`config.mk`:
```
export PLATFORM = sky130hd
export DESIGN_NAME = prog_fetch
export DESIGN_NICKNAME = d
export VERILOG_FILES = /design/src/rtl/rat_pkg.sv /design/src/rtl/prog_counter.sv /design/src/rtl/prog_fetch.sv
export SDC_FILE = /design/constraint.sdc
export NUM_CORES = 1
export LEC_CHECK = 0
export ABC_AREA = 0
export BUFFER_PORTS_ARGS = -buffer_cell sky130_fd_sc_hd__clkbuf_2
export CORE_ASPECT_RATIO = 0.6
export CORE_MARGIN = 4
export CORE_UTILIZATION = 48
export DETAILED_ROUTE_END_ITERATION = 7
export PLACE_DENSITY = 0.89
export SLEW_MARGIN = 20
export SYNTH_ARGS = -nofsm -noshare
export SYNTH_HDL_FRONTEND = slang
export SYNTH_SLANG_ARGS = --single-unit
```
`constraint.sdc`:
```
create_clock -name CLK -period 3.1 [get_ports CLK]
set_input_delay 0.31 -clock CLK [delete_from_list [all_inputs] [get_ports CLK]]
set_output_delay 0.31 -clock CLK [all_outputs]
set_load 0.01 [all_outputs]
```
`src/rtl/rat_pkg.sv`:
```
// Shared types and constants for the RAT MCU instruction-fetch stage.
package rat_pkg;

    typedef enum logic [1:0] {
        ST_FETCH  = 2'd0,
        ST_DECODE = 2'd1,
        ST_EXEC   = 2'd2,
        ST_INTR   = 2'd3
    } fetch_state_t;

    typedef enum logic [1:0] {
        PC_FROM_IMMED = 2'd0,
        PC_FROM_STACK = 2'd1,
        PC_FROM_VEC   = 2'd2,
        PC_FROM_ZERO  = 2'd3
    } pc_sel_t;

    localparam logic [9:0] INTR_VEC_ADDR = 10'h3FF;

endpackage

```
`src/rtl/prog_counter.sv`:
```
// Program counter register with 4:1 load-source mux and wrapping increment.
module prog_counter
    import rat_pkg::*;
#(
    parameter int                ADDR_W   = 10,
    parameter logic [ADDR_W-1:0] INTR_VEC = INTR_VEC_ADDR
) (
    input  logic              CLK,
    input  logic              RST,
    input  logic              LD,
    input  logic              INC,
    input  logic [1:0]        SEL,
    input  logic [ADDR_W-1:0] FROM_IMMED,
    input  logic [ADDR_W-1:0] FROM_STACK,
    output logic [ADDR_W-1:0] COUNT
);

    logic [ADDR_W-1:0] pc_p0;
    logic [ADDR_W-1:0] mux_out;

    always_comb begin
        mux_out = '0;
        case (pc_sel_t'(SEL))
            PC_FROM_IMMED: mux_out = FROM_IMMED;
            PC_FROM_STACK: mux_out = FROM_STACK;
            PC_FROM_VEC:   mux_out = INTR_VEC;
            PC_FROM_ZERO:  mux_out = '0;
            default:       mux_out = '0;
        endcase
    end

    // Load wins over increment; increment wraps naturally at the top of the ROM.
    always_ff @(posedge CLK) begin
        if (RST) begin
            pc_p0 <= '0;
        end else if (LD) begin
            pc_p0 <= mux_out;
        end else if (INC) begin
            pc_p0 <= pc_p0 + ADDR_W'(1);
        end
    end

    assign COUNT = pc_p0;

endmodule

```
`src/rtl/prog_fetch.sv`:
```
// RAT MCU fetch stage: PC ownership, ROM latency absorption, IR register and
// interrupt vector sequencing.
module prog_fetch
    import rat_pkg::*;
#(
    parameter int                ADDR_W   = 10,
    parameter int                INSTR_W  = 18,
    parameter logic [ADDR_W-1:0] INTR_VEC = INTR_VEC_ADDR
) (
    input  logic               CLK,
    input  logic               RST,
    output logic [ADDR_W-1:0]  PROG_ADDR,
    input  logic [INSTR_W-1:0] PROG_IR,
    output logic [INSTR_W-1:0] IR,
    output logic               IR_VALID,
    input  logic               EXEC_DONE,
    input  logic               PC_LD,
    input  logic [1:0]         PC_MUX_SEL,
    input  logic [ADDR_W-1:0]  FROM_IMMED,
    input  logic [ADDR_W-1:0]  FROM_STACK,
    input  logic               INTR,
    input  logic               INT_EN,
    output logic               INT_ACK,
    output logic [ADDR_W-1:0]  PC_COUNT
);

    fetch_state_t       state_p0;
    fetch_state_t       state_nx;
    logic [INSTR_W-1:0] ir_p1;
    logic               ir_valid_p1;
    logic               int_ack_p1;
    logic               pending_p0;
    logic               pc_ld;
    logic               pc_inc;
    logic [1:0]         pc_sel;
    logic [ADDR_W-1:0]  pc;

    prog_counter #(
        .ADDR_W   (ADDR_W),
        .INTR_VEC (INTR_VEC)
    ) u_pc (
        .CLK        (CLK),
        .RST        (RST),
        .LD         (pc_ld),
        .INC        (pc_inc),
        .SEL        (pc_sel),
        .FROM_IMMED (FROM_IMMED),
        .FROM_STACK (FROM_STACK),
        .COUNT      (pc)
    );

    always_comb begin
        state_nx = state_p0;
        pc_ld    = 1'b0;
        pc_inc   = 1'b0;
        pc_sel   = PC_MUX_SEL;
        case (state_p0)
            ST_FETCH:  state_nx = ST_DECODE;
            ST_DECODE: state_nx = ST_EXEC;
            ST_EXEC: begin
                if (EXEC_DONE) begin
                    pc_ld    = PC_LD;
                    pc_inc   = !PC_LD;
                    state_nx = (pending_p0 && INT_EN) ? ST_INTR : ST_FETCH;
                end
            end
            ST_INTR: begin
                pc_ld    = 1'b1;
                pc_sel   = PC_FROM_VEC;
                state_nx = ST_FETCH;
            end
            default:   state_nx = ST_FETCH;
        endcase
    end

    // ROM data is valid in DECODE; IR_VALID/INT_ACK are registered copies of the next state.
    always_ff @(posedge CLK) begin
        if (RST) begin
            state_p0    <= ST_FETCH;
            ir_p1       <= '0;
            ir_valid_p1 <= 1'b0;
            int_ack_p1  <= 1'b0;
            pending_p0  <= 1'b0;
        end else begin
            state_p0    <= state_nx;
            ir_valid_p1 <= (state_nx == ST_EXEC);
            int_ack_p1  <= (state_nx == ST_INTR);
            if (state_p0 == ST_DECODE) begin
                ir_p1 <= PROG_IR;
            end
            // Taking the interrupt clears pending and drops any INTR arriving that same cycle.
            if (state_p0 == ST_INTR) begin
                pending_p0 <= 1'b0;
            end else if (INTR) begin
                pending_p0 <= 1'b1;
            end
        end
    end

    assign PROG_ADDR = pc;
    assign PC_COUNT  = pc;
    assign IR        = ir_p1;
    assign IR_VALID  = ir_valid_p1;
    assign INT_ACK   = int_ack_p1;

endmodule

```
# [Word level (Yosys, flattened, before mapping)]
# Cells that the tools add are included.
[totals] reg_bits=33 latch_bits=0 ramBits=0 mem_bits_ro=0 inputBits=46 out_inout_bits=40 elab_cells=32 mem_count=0
[op_classes] add_sub_neg=1 n_mul=0 div_mod_pow=0 order_cmp=0 n_eq_ne=8 shift=0 muxes=11 bitwise_logic=0 n_reduce_logical=6
[op_table] cell="$pmux 10 s4" n=1
[op_table] cell="$mux 10" n=2
[op_table] cell="$eq 2x2->1 const B" n=6
[op_table] cell="$add 10x1->10 const B" n=1
[op_table] cell="$pmux 2 s4" n=1
[op_table] cell="$mux 2" n=3
[op_table] cell="$eq 2x1->1 const B" n=2
[op_table] cell="$logic_not 2->1" n=2
[op_table] cell="$mux 1" n=3
[op_table] cell="$pmux 1 s2" n=1
[op_table] cell="$reduce_bool 2->1" n=1
[op_table] cell="$reduce_or 2->1" n=1
[op_table] cell="$logic_and 1x1->1" n=1
[op_table] cell="$logic_not 1->1" n=1

# [Logic depth before layout (Yosys ltp)]
# Gate-level depths: netlist of the first run.
[logic_depth] depth_word=5 depth_mapped=6 ltp_nobuf=5

# [Hierarchy]
# A second synthesis of the first run with hierarchy kept.
[unflattened] hier_cells=201 area_unflattened_um2=1694.1
[by_module_without_submodules] mod="prog_fetch" n_inst=1 cells_per_inst=113 area_each_um2=982.2 seq_area_each_um2=460.4
[by_module_without_submodules] mod="prog_counter" n_inst=1 cells_per_inst=88 area_each_um2=711.9 seq_area_each_um2=200.2

# [Worst setup path before layout of the first run]
# Ideal clock, no wire load.
[synth_path] path_type="register to register" start="register u_pc.pc_p0[3], in the netlist u_pc.COUNT[3]" end="register u_pc.pc_p0[9], in the netlist u_pc.COUNT[9]" setup_ns=0.069 arrival_ns=1.276 required_ns=3.031 slack_ns=1.755 path_stages_with_launch=5 n_path_buf=0 synth_period_minus_slack_ns=1.345 cell_sequence="dfxtp_1 -> and4_4 -> nand3_2 -> o41a_1 -> o21ai_1"
[synth_between] elab_chain_cells=3
[synth_lines] element="start, declared" line_no="prog_counter.sv:18" source="logic [ADDR_W-1:0] pc_p0;"
[synth_lines] element="start signal, assigned" line_no="prog_counter.sv:37" source="pc_p0 <= mux_out;"
[synth_lines] element="start signal, assigned" line_no="prog_counter.sv:39" source="pc_p0 <= pc_p0 + ADDR_W'(1);"
[synth_lines] element="$add 10x1->10" line_no="prog_counter.sv:39"
[synth_lines] element="$mux 10" line_no="prog_counter.sv:38" source="end else if (INC) begin"
[synth_lines] element="$mux 10" line_no="prog_counter.sv:36" source="end else if (LD) begin"
# Every way passes these cells. The select of a mux whose other input is x is not followed.
# A chain may end at the register's enable or synchronous reset.

# [Worst setup path after layout of the first run]
[layout_path] start="register state_p0[1]" end="register u_pc.pc_p0[1], in the netlist u_pc.COUNT[1]"
[layout_between] elab_chain_cells=5 elab_cells_between_ends=12 cone_classes="5 x eq/ne; 5 x mux; 2 x reduce/logical"
[layout_lines] element="start, declared" line_no="prog_fetch.sv:27" source="fetch_state_t state_p0;"
[layout_lines] element="start signal, assigned" line_no="prog_fetch.sv:85" source="state_p0 <= state_nx;"
[layout_lines] element="$eq 2x2->1" line_no="prog_fetch.sv:57" source="case (state_p0)"
[layout_lines] element="$mux 2" line_no="prog_fetch.sv:57"
[layout_lines] element="$eq 2x2->1 (tied with other cells)" line_no="prog_counter.sv:23" source="case (pc_sel_t'(SEL))"
[layout_lines] element="$pmux 10 s4" line_no="prog_counter.sv:23"
[layout_lines] element="$mux 10" line_no="prog_counter.sv:36"
# Several ways; a longest one is shown, not always the timed one.

==> results.json, run 1 <==
{
  "track_usage": 0.2057,
  "gp_congestion": 0.9673,
  "syn-cell-area_sq_um": 1647,
  "grt_max_degree": 32,
  "cts-htree-levels": 2,
  "insertion_delay_ns": 0.28,
  "grt_pass1_wl_um": 7320,
  "dr_total_vias": 1745,
  "hold_class": "in2reg",
  "antenna_left": 0,
  "clock-sinks": 33,
  "fin_crit_sh": 0.5148,
  "path_class": "reg2reg",
  "io_buffers": 85,
  "tritoncts.num_buffers": 5,
  "ys_seq_area_frac": 0.4012,
  "post_cts_buffers": 0,
  "hold_violations": 0,
  "dp_hpwl_um": 3421,
  "firstDrtPassIters": 4,
  "drt_wl_total_um": 4574,
  "ir_drop_v": 0.0003092,
  "max_clock_freq_mhz": 626.6,
  "die_y_um": 53.37,
  "clockBufferDepth": 2,
  "r2r_cells": 4,
  "max-cap-violations": 0,
  "synth_edf_count": 0,
  "drc": 0,
  "slew_headroom": 0.5612,
  "status": "completed",
  "dr.first_iter.drc_count": 184,
  "max_slew.worst_pin.slew_ns": 0.6582,
  "core-area_sq_um": 3283,
  "synth_cell_type_count": 41,
  "nets": 327,
  "worst_hold_slack_ns": 0.2457,
  "rsz0062_at_grt": "false",
  "finalSetupViolCount": 0,
  "die_x_um": 83.61,
  "worst_hold_path.num_cells": 3,
  "die-area_sq_um": 4462,
  "syn_inst": 209,
  "start_util": 0.5015,
  "drv_slew": 0,
  "critPathCapture": "u_pc.COUNT[1]$_SDFFE_PP0P_",
  "drive_above_1_share": 0.3488,
  "antenna_found_initial": 0,
  "min_period_ns": 1.596,
  "p_leak_nw": 0.9721,
  "powerDensity_nw_per_um2": 471.2,
  "ctsHoldBuffers": 0,
  "reg2reg_from": "state_p0[1]$_SDFF_PP0_",
  "required_ns": 3.23,
  "async_flop_share": 0,
  "crit_path_end_kind": "flop",
  "syn_to_final_growth_pct": 26.52,
  "fillers": 314,
  "grt_overflow": 0,
  "synth_nets": 256,
  "reg2reg_slack_ns": 1.50,
  "cp_max_fo": 11,
  "ys_warn_count": 0,
  "arrival_ns": 1.73,
  "startpoint": "state_p0[1]$_SDFF_PP0_",
  "ys.flop_type": "dfxtp_1",
  "synth_area_per_cell_sq_um": 7.878,
  "cp-start-kind": "flop",
  "viasPerCell": 5.353,
  "cts_resized": 0,
  "ys_ff_latch": 33,
  "grt_pass1_vias": 1502,
  "antenna-diode-count": 0,
  "clk_pin_slew_ns": 0.07,
  "rows": 16,
  "cts_tree": "built",
  "tns_ns": 0,
  "pin_count": 86,
  "avgRoutedWirePerCell_um": 14.03,
  "fin_skew_ns": 0.003351,
  "root_buffer": "clkbuf_8",
  "r2r-end": "u_pc.COUNT[1]$_SDFFE_PP0P_"
}
[cells by family (layout without fill, tap and decap cells)]
| logic type | Yosys count | after routing | synth area share |
|---|---|---|---|
| and+or+nand+nor | 82 | 82 | 0.2310 |
| AOI/OAI and AO/OA | 63 | 63 | 0.2371 |
| DFF | 33 | 33 | 0.4012 |
| buffers and inverters | 24 | 96 | 0.08663 |
| muxes | 6 | 6 | 0.03648 |
| adders and majority gates | 1 | 1 | 0.007598 |
[cell usage in the layout, fill, tap and decap left out, drive strengths merged, types with 2 or more instances in the layout]
cell type	instances
nor2	15
dfxtp	33
a21oi	31
nand2b	4
a41o	2
nand3	9
clkinv	2
mux2i	6
o22ai	3
a21o	2
o21ai	10
inv	2
nand2	44
nand3b	2
a211oi	4
clkbuf	91
[worst min path at each step]
stage / from / slack (ns) / endpoint
3_3_place_gp: IR[1]$_SDFFE_PP0N_ / 0.44 / IR[1]$_SDFFE_PP0N_
2_1_floorplan: PROG_IR[0] / 0.45 / IR[0]$_SDFFE_PP0N_
5_1_grt: PROG_IR[8] / 0.24 / IR[8]$_SDFFE_PP0N_
4_1_cts: PROG_IR[12] / 0.24 / IR[12]$_SDFFE_PP0N_
6_report: PROG_IR[12] / 0.25 / IR[12]$_SDFFE_PP0N_
3_5_place_dp: IR[0]$_SDFFE_PP0N_ / 0.45 / IR[0]$_SDFFE_PP0N_
[state kept, by name, indices dropped and copies added, names as in the netlist]
name	flops
IR	18
INT_ACK	1
IR_VALID	1
pending_p0	1
state_p0	2
u_pc.COUNT	10
[metrics by stage]
stage | instance area, sq um | instances | setup WS [ns] | power, mW | util
2_1_floorplan | 1647 | 209 | 1.755 | 0.6122 | -
6_report | 2083 | 326 | 1.504 | 0.9817 | 0.6345
5_1_grt | 2083 | 326 | 1.425 | 1.036 | 0.6345
3_3_place_gp | 2001 | 318 | 1.619 | 0.6798 | 0.6094
3_5_place_dp | 2001 | 318 | 1.571 | 0.6844 | 0.6094
4_1_cts | 2083 | 326 | 1.556 | 0.9885 | 0.6345
[power breakdown]
| group | internal, mW | total (mW) | leakage [nW] | switching, mW |
|---|---|---|---|---|
| clock | 0.155 | 0.305 | 0.0450 | 0.150 |
| combinational | 0.0818 | 0.191 | 0.657 | 0.110 |
| sequential | 0.455 | 0.485 | 0.270 | 0.0303 |
[synthesized netlist by cell type, drive strengths merged (2+ instances only)]
library cell	count	area, sq um
nor2	15	56.30
inv	2	7.510
buf	20	127.6
nand2b	4	25.02
a21o	2	15.01
mux2i	6	60.06
o21ai	10	50.04
o22ai	3	18.77
nand3b	2	15.01
nand3	9	55.05
a211oi	4	30.03
clkbuf	2	7.510
a41o	2	20.02
nand2	44	165.2
dfxtp	33	660.6
a21oi	31	158.9
[layer usage]
layer	vias up	track usage	wire, um
met5	-	0	0
met1	766	0.2994	2157
met2	99	0.2797	1861
met3	7	0.07309	513
li1	873	-	-
met4	0	0.05615	41
[worst max-delay path: stages (launching register included)]
cell	delay, ns
dfxtp_1	0.51
and3b_1	0.30
nand3_1	0.28
o221ai_1	0.26
a21oi_1	0.10
[area by class of cell]
| type | instances | area (sq um) | area share |
|---|---|---|---|
| Multi-Input combinational cell | 152 | 843.3 | 0.4048 |
| Sequential cell | 33 | 660.6 | 0.3171 |
| Timing Repair Buffer | 86 | 432.9 | 0.2078 |
| Clock buffer | 6 | 72.57 | 0.03483 |
| Tap cell | 45 | 56.30 | 0.02703 |
| Clock inverter | 2 | 10.01 | 0.004805 |
| Inverter | 2 | 7.507 | 0.003604 |
Power figures use the tool's default switching activity.
==> inputs of run 2 (changes only) <==
- CORE_UTILIZATION: 48 -> 40
- PLACE_DENSITY: 0.89 -> 0.8
- clock period: 3.1 -> 1.3 ns (I/O delays scaled with it)
==> run 2 against run 1 <==
The flow now finishes with violations (setup timing). Sequential power up 140%. Setup slack worse by 1.5 ns. Sequential share of layout area down 3.6 points. Combinational power rose to 3.1 times the previous value. Power rose to 2.5 times the previous value. Register-to-register slack worse by 1.5 ns. Core utilization down 0.62 points. Global-route usage down 0.95 points.
==> results.json, run 2 (synthesis gave the netlist of run 1 again) <==
{
  "slew_headroom": 0.6611,
  "die_x_um": 90.83,
  "antenna-diode-count": 0,
  "busiest_layer": "met2",
  "rows": 17,
  "max_clock_freq_mhz": 768.2,
  "antenna_left": 0,
  "firstDrtPassIters": 5,
  "clockBufferDepth": 2,
  "drt_wl_total_um": 5342,
  "fin_crit_sh": 1.001,
  "hold_violations": 0,
  "crit_family": "compound AO/OA/AOI/OAI gates",
  "rsz0062_at_grt": "true",
  "worst_path_max_delay_cell": "dfxtp_4",
  "max_slew.worst_pin.slew_ns": 0.5049,
  "pin_count": 86,
  "largest_reg_flops": 18,
  "cp_cell_sequence": "o21a_2 -> o21ai_0 -> a221oi_2",
  "layout_setup_ws_ns": -0.001757,
  "ctsHoldBuffers": 0,
  "pre_cts_ws_ns": -0.07991,
  "insertion_delay_ns": 0.29,
  "nets": 350,
  "fin_skew_ns": 0.006177,
  "p_leak_nw": 1.107,
  "gr-usage-met1": 0.2703,
  "cts-htree-levels": 2,
  "tritoncts.num_buffers": 5,
  "clk_pin_slew_ns": 0.06,
  "grt_overflow": 0,
  "status": "finished, violations left",
  "post-route-util": 0.6283,
  "fillers": 352,
  "viasPerCell": 5.342,
  "die_y_um": 57.70,
  "root_buffer": "clkbuf_8",
  "drc": 0,
  "cts_tree": "built",
  "use_met3": 0.05707,
  "grt_pass1_wl_um": 8176,
  "final_cell_mix": "85 x clkbuf_2, 44 x nand2_1, 29 x a21oi_1",
  "power_mw": 2.485,
  "powerDensity_nw_per_um2": 1039,
  "met2_usage": 0.2919,
  "syn_to_final_growth_pct": 45.29,
  "cpPeakStageDelay_ns": 0.39,
  "cp-start-kind": "flop",
  "grt_max_degree": 21,
  "track_usage": 0.1962,
  "drive_above_1_share": 0.4704,
  "dr.first_iter.drc_count": 149,
  "final_common_cell": "clkbuf_2",
  "antenna_found_initial": 0,
  "gp_congestion": 0.9596,
  "worst_hold_slack_ns": 0.05490,
  "clock-sinks": 33,
  "io_buffers": 85,
  "cp_max_fo": 12,
  "die-area_sq_um": 5240,
  "hold_class": "in2reg",
  "core-area_sq_um": 3807,
  "violations": "setup timing",
  "crit_path_end_kind": "flop",
  "ir_drop_v": 0.0006364,
  "critPathBufInv": 0,
  "dp_hpwl_um": 3984,
  "finalSetupViolCount": 1,
  "grt_pass1_vias": 1711,
  "min_period_ns": 1.302,
  "drv_slew": 0,
  "path_class": "reg2reg",
  "required_ns": 1.50,
  "avgRoutedWirePerCell_um": 15.22,
  "start_util": 0.4325,
  "max-cap-violations": 0,
  "dr_total_vias": 1875,
  "arrival_ns": 1.50
}
[run 2: cell count changes in the layout (fill, tap and decap cells not counted), moves of 3 or more]
cell,change
dfxtp_2,+7
buf_4,+19
buf_12,+3
dfxtp_1,-8
[run 2: final cells by class]
class                   count  area [sq um]  area share
multi-input cells         152         923.4      0.3860
flip-flops and latches     33         673.1      0.2814
repair buffers            109         646.9      0.2704
clock buffers               6         72.57     0.03033
well taps                  47         58.81     0.02458
clock inverters             2         10.01    0.004184
inverters                   2         7.507    0.003138
[run 2: per-stage QoR]
step	area [sq um]	TNS, ns	instances
floorplan	1649	0	209
global route	2392	-0.1456	351
detailed placement	2216	-0.2732	343
global placement	2216	-0.1030	343
CTS	2313	0	351
finish	2392	-0.001757	351
[run 2: repair_timing]
action                                  4_1_cts  5_1_grt
endpoints found under the setup margin        8        9
pin swaps                                     0        5
buffers inserted                              0        0
gates resized for setup                       4       21
[run 2: where the power goes]
part	switching, mW	internal [mW]	total [mW]
sequential	0.0560	1.09	1.14
clock	0.369	0.370	0.739
combinational	0.325	0.277	0.601
total	0.750	1.74	2.48
[run 2: worst paths after layout]
check / start / end / slack [ns] / cells past startpoint
worst max-delay path: state_p0[0]$_SDFF_PP0_ / u_pc.COUNT[2]$_SDFFE_PP0P_ / -0.002 / 3
worst min register to register: IR[4]$_SDFFE_PP0N_ / IR[4]$_SDFFE_PP0N_ / 0.45 / 2
worst max register to register: state_p0[0]$_SDFF_PP0_ / u_pc.COUNT[2]$_SDFFE_PP0P_ / -0.002 / 3
worst min-delay path: PROG_IR[15] / IR[15]$_SDFFE_PP0N_ / 0.05 / 3
[run 2: tightest hold or removal path, stage by stage]
cell	delay (ns)
clkbuf_2	0.08
nand2_1	0.04
a21oi_1	0.05
[run 2: layer usage]
metal,share of wire,up-vias
met4,0.017,0
met2,0.42,102
met5,0,-
met3,0.098,10
met1,0.46,845
li1,-,918
